[src/rtl/result_uart_tx.sv]
// rtl/result_uart_tx.sv - snapshots tracking results and sends them as an 11-byte 8N1 UART packet
`timescale 1ns/1ps
module result_uart_tx #(
   parameter int          CLKS_PER_BIT = 87,
   parameter logic [7:0]  HDR0         = 8'hA5,
   parameter logic [7:0]  HDR1         = 8'h5A
) (
   input  logic        clk_10M,
   input  logic        rst,
   input  logic        send_req,
   input  logic [31:0] drive_frequency,
   input  logic [15:0] phase_fft,
   input  logic [9:0]  max_idx_v,
   output logic        uart_tx,
   output logic        busy,
   output logic        done,
   output logic        overrun
);

   localparam int TW = $clog2(CLKS_PER_BIT);

   typedef enum logic [1:0] {IDLE, START, DATA, STOP} state_t;

   state_t        state;
   logic [TW-1:0] bit_timer;
   logic [2:0]    bit_idx;
   logic [3:0]    byte_idx;
   logic [31:0]   snap_freq;
   logic [15:0]   snap_phase;
   logic [9:0]    snap_idx;
   logic [7:0]    shreg;
   logic [7:0]    cur_byte;
   logic [7:0]    checksum;
   logic          bit_end;

   // Checksum covers the eight payload bytes only; headers are excluded.
   always_comb begin
      checksum = snap_freq[31:24] + snap_freq[23:16] + snap_freq[15:8] + snap_freq[7:0]
               + snap_phase[15:8] + snap_phase[7:0]
               + {6'b0, snap_idx[9:8]} + snap_idx[7:0];
   end

   always_comb begin
      cur_byte = HDR0;
      case (byte_idx)
         4'd0:    cur_byte = HDR0;
         4'd1:    cur_byte = HDR1;
         4'd2:    cur_byte = snap_freq[31:24];
         4'd3:    cur_byte = snap_freq[23:16];
         4'd4:    cur_byte = snap_freq[15:8];
         4'd5:    cur_byte = snap_freq[7:0];
         4'd6:    cur_byte = snap_phase[15:8];
         4'd7:    cur_byte = snap_phase[7:0];
         4'd8:    cur_byte = {6'b0, snap_idx[9:8]};
         4'd9:    cur_byte = snap_idx[7:0];
         4'd10:   cur_byte = checksum;
         default: cur_byte = HDR0;
      endcase
   end

   assign bit_end = (bit_timer == TW'(CLKS_PER_BIT - 1));

   always_ff @(posedge clk_10M or negedge rst) begin
      if (!rst) begin
         state      <= IDLE;
         bit_timer  <= '0;
         bit_idx    <= '0;
         byte_idx   <= '0;
         snap_freq  <= '0;
         snap_phase <= '0;
         snap_idx   <= '0;
         shreg      <= '0;
         uart_tx    <= 1'b1;
         busy       <= 1'b0;
         done       <= 1'b0;
         overrun    <= 1'b0;
      end else begin
         done <= 1'b0;
         if (send_req && state != IDLE)
            overrun <= 1'b1;
         case (state)
            IDLE: begin
               if (send_req) begin
                  snap_freq  <= drive_frequency;
                  snap_phase <= phase_fft;
                  snap_idx   <= max_idx_v;
                  state      <= START;
                  uart_tx    <= 1'b0;
                  busy       <= 1'b1;
                  overrun    <= 1'b0;
                  bit_timer  <= '0;
                  bit_idx    <= '0;
                  byte_idx   <= '0;
               end
            end
            START: begin
               if (bit_end) begin
                  bit_timer <= '0;
                  bit_idx   <= '0;
                  state     <= DATA;
                  uart_tx   <= cur_byte[0];
                  shreg     <= {1'b0, cur_byte[7:1]};
               end else begin
                  bit_timer <= bit_timer + TW'(1);
               end
            end
            DATA: begin
               if (bit_end) begin
                  bit_timer <= '0;
                  if (bit_idx == 3'd7) begin
                     state   <= STOP;
                     uart_tx <= 1'b1;
                  end else begin
                     bit_idx <= bit_idx + 3'd1;
                     uart_tx <= shreg[0];
                     shreg   <= {1'b0, shreg[7:1]};
                  end
               end else begin
                  bit_timer <= bit_timer + TW'(1);
               end
            end
            STOP: begin
               if (bit_end) begin
                  bit_timer <= '0;
                  if (byte_idx < 4'd10) begin
                     byte_idx <= byte_idx + 4'd1;
                     state    <= START;
                     uart_tx  <= 1'b0;
                  end else begin
                     byte_idx <= '0;
                     bit_idx  <= '0;
                     state    <= IDLE;
                     busy     <= 1'b0;
                     done     <= 1'b1;
                  end
               end else begin
                  bit_timer <= bit_timer + TW'(1);
               end
            end
            default: state <= IDLE;
         endcase
      end
   end

endmodule

[config.mk]
export PLATFORM = sky130hd
export DESIGN_NAME = result_uart_tx
export DESIGN_NICKNAME = d
export VERILOG_FILES = /design/src/rtl/result_uart_tx.sv
export SDC_FILE = /design/constraint.sdc
export NUM_CORES = 1
export LEC_CHECK = 0
export ABC_AREA = 1
export CAP_MARGIN = 20
export CORE_MARGIN = 5
export CORE_UTILIZATION = 51
export CTS_BUF_LIST = sky130_fd_sc_hd__clkbuf_16
export DETAILED_ROUTE_END_ITERATION = 7
export PLACE_DENSITY_LB_ADDON = 0.25
export SYNTH_ARGS = -nofsm -noshare
export SYNTH_HDL_FRONTEND = slang
export SYNTH_SLANG_ARGS = --single-unit
[constraint.sdc]
create_clock -name clk_10M -period 4.1 [get_ports clk_10M]
set_input_delay 0.41 -clock clk_10M [delete_from_list [all_inputs] [get_ports clk_10M]]
set_output_delay 0.41 -clock clk_10M [all_outputs]
set_load 0.03 [all_outputs]
==> metrics.txt <==
Mapped Cells=679; worst path required time=4.34 ns; global-route wire length before repair=23.11 mm; unrepaired setup endpoints after global routing=no; hold crit path type=in2async; chip height=113.3 µm; gr ovfl total=0; drt pass-1 iters=5; flops & latches, synth=85; Tcrit/Tclk final=0.9546; Yosys warning total=0; Initial Utilization=0.5251; worst-margin pin slew=0.5386 ns; share of the synthesized area in the top cell type=0.3860; core area=10,370 µm²; Synth area leaders=dfrtp_1 39%, nand2_1 13%, fa_1 13%, inv_1 8.8%, o21ai_0 6.4%; Total GRT Usage=0.2282; WP data arrival=4.15 ns; root buffer cell=clkbuf_16; initial antenna violation count=0; post-route cell area=6580 µm²; die area=12,840 µm²; Finish-stage setup viols=0; Layout Nets=862; violated checks=negative hold slack; synth unique cells=40; MaxCap Viol Count=0; Fin. Hold Viols=22; clk_skew=0.006594 ns; hold buffers post-CTS=0; largest net degree at the start of global routing=86; Detail Route Antenna Nets=0; WS Path Type=reg2reg; routed len/inst=15.58 µm; I/O Pins=65; chip width=113.3 µm; top cell type by total area after synthesis=dfrtp_1; Syn-to-layout area delta=20.84%; CTS H-tree lvls=3; Worst Setup End Kind=flip-flop; number of I/O port buffers=64; RD Place Congestion=0.9464; clock slew at the register clock pins of the worst setup and hold paths=0.06 ns; DRC violations left=0; CTS tree=yes; placed cell areas=6220 µm²; outcome=finished, violations left; Via density=5.223; post-synthesis instance area=5445 µm²; syn_nets=795; post-layout util=0.6345; worst skew pair latency=0.35 ns; row count=37; CTS buffer count=9; layout cells sized above 1=0.05593; DRT Wirelength=13.82 mm; Final min period=3.914 ns; startpoint types=flip-flop; total vias in the final route=4,633; Final Slew Violations=0; Max Fclk=0.2555 GHz; Setup TNS=0 ns; number of global-route vias before repair=4,706; worst rel slew slack=0.6396; CTS max path bufs=2; critical-path maximum fanout=3; Ant. Diodes=0; Fillers=911; dpl hpwl=10.52 mm; register area share after synthesis=0.3909; Iter 0 DRT Violations=288; worst hold slack=-0.01646 ns; clk sinks=85; Synth Area per Inst=8.019 µm²
==> metrics by stage <==
step / hold WS [ns] / worst slack (ns) / std cells
floorplan: 0.1144 / 0.2592 / 679
global placement: 0.4568 / 0.1178 / 867
detailed placement: 0.4583 / 0.02692 / 867
CTS: 0.3130 / 0.04368 / 883
global route: 0.02141 / 0.001198 / 887
finish: -0.01646 / 0.1861 / 887
==> cell families after synthesis <==
| kind of cell | after synthesis | share of synthesized area |
|---|---|---|
| AO/OA/AOI/OAI | 120 | 0.1206 |
| buffers and inverters | 144 | 0.1018 |
| XOR/XNOR | 7 | 0.01126 |
| AND/OR/NAND/NOR | 268 | 0.2008 |
| adder cells (fa/ha/maj) | 55 | 0.1746 |
| flip-flops | 85 | 0.3909 |
==> synth_stat cells, drive strengths merged <==
cell type / count
nand3: 25
inv: 129
and3: 1
o211a: 1
dfstp: 1
nor2: 37
and2: 1
o32ai: 1
buf: 5
clkinv: 1
xnor2: 3
a31oi: 3
ha: 20
a22o: 1
nand4: 5
nor3b: 1
a221oi: 2
fa: 35
o22ai: 10
nand2: 192
a211oi: 2
dfrtp: 84
o21ai: 74
xor2: 4
clkbuf: 9
o221ai: 2
a21oi: 24
nor3: 4
or2: 2
==> path summary, 6_finish.rpt <==
path | start | to | slack [ns] | depth (start not counted)
max | snap_phase[9] | shreg[4] | 0.19 | 15
min | rst | snap_phase[10] | -0.02 | 1
max reg2reg | snap_phase[9] | shreg[4] | 0.19 | 15
min reg2reg | uart_tx | uart_tx | 0.47 | 2
max in group asynchronous | rst | snap_freq[25] | 3.49 | 2
min in group clk_10M | uart_tx | uart_tx | 0.47 | 2
==> cell usage in the layout, fill, tap and decap left out, types with 18 or more instances in the layout <==
master | netlist | layout
a21oi_1 | 23 | 22
clkdlybuf4s50_1 | 0 | 63
dfrtp_1 | 84 | 83
fa_1 | 35 | 34
ha_1 | 20 | 18
inv_1 | 127 | 126
nand2_1 | 188 | 188
nand3_1 | 24 | 24
nor2_1 | 36 | 36
o21ai_0 | 70 | 67
==> state kept, by name, summed over array words and instances, names as in the netlist, 2 cells and up, named ones only <==
name / count
snap_freq: 32
state: 2
snap_phase: 16
bit_idx: 3
shreg: 7
snap_idx: 10
bit_timer: 7
byte_idx: 4
==> worst max-delay path, cell delays in order, from the launching register on <==
cell     delay, ns
dfrtp_1       0.43
fa_1          0.52
fa_1          0.51
fa_1          0.51
inv_1         0.05
fa_1          0.44
inv_1         0.07
ha_2          0.17
inv_1         0.05
fa_2          0.38
o21ai_1       0.20
a21oi_1       0.09
o21ai_1       0.09
nand3_1       0.11
nor2_1        0.11
o21ai_1       0.06
==> cell type report <==
cell class / instances / area (µm²) / area share
Sequential cell: 85 / 2130 / 0.3236
Inverter: 130 / 493.0 / 0.07492
Multi-Input combinational cell: 450 / 2780 / 0.4225
Clock inverter: 7 / 66.31 / 0.01008
Tap cell: 136 / 170.2 / 0.02586
Clock buffer: 9 / 225.2 / 0.03423
Timing Repair Buffer: 70 / 715.7 / 0.1088
==> layer usage <==
metal	global-route usage	wire, µm	vias to the layer above
li1	-	-	2251
met1	0.3134	6178	2232
met2	0.3606	6573	132
met3	0.05722	863	18
met4	0.06571	204	0
met5	0	0	-
==> what timing repair did <==
| item | in CTS | in global routing |
|---|---|---|
| buffers inserted | 0 | 3 |
| endpoints found under the setup margin | 0 | 5 |
| resized for setup | 0 | 9 |
Power is left out: the tool's default activity adds up to more than one toggle a clock period on the data nets, which glitch-free logic cannot reach.
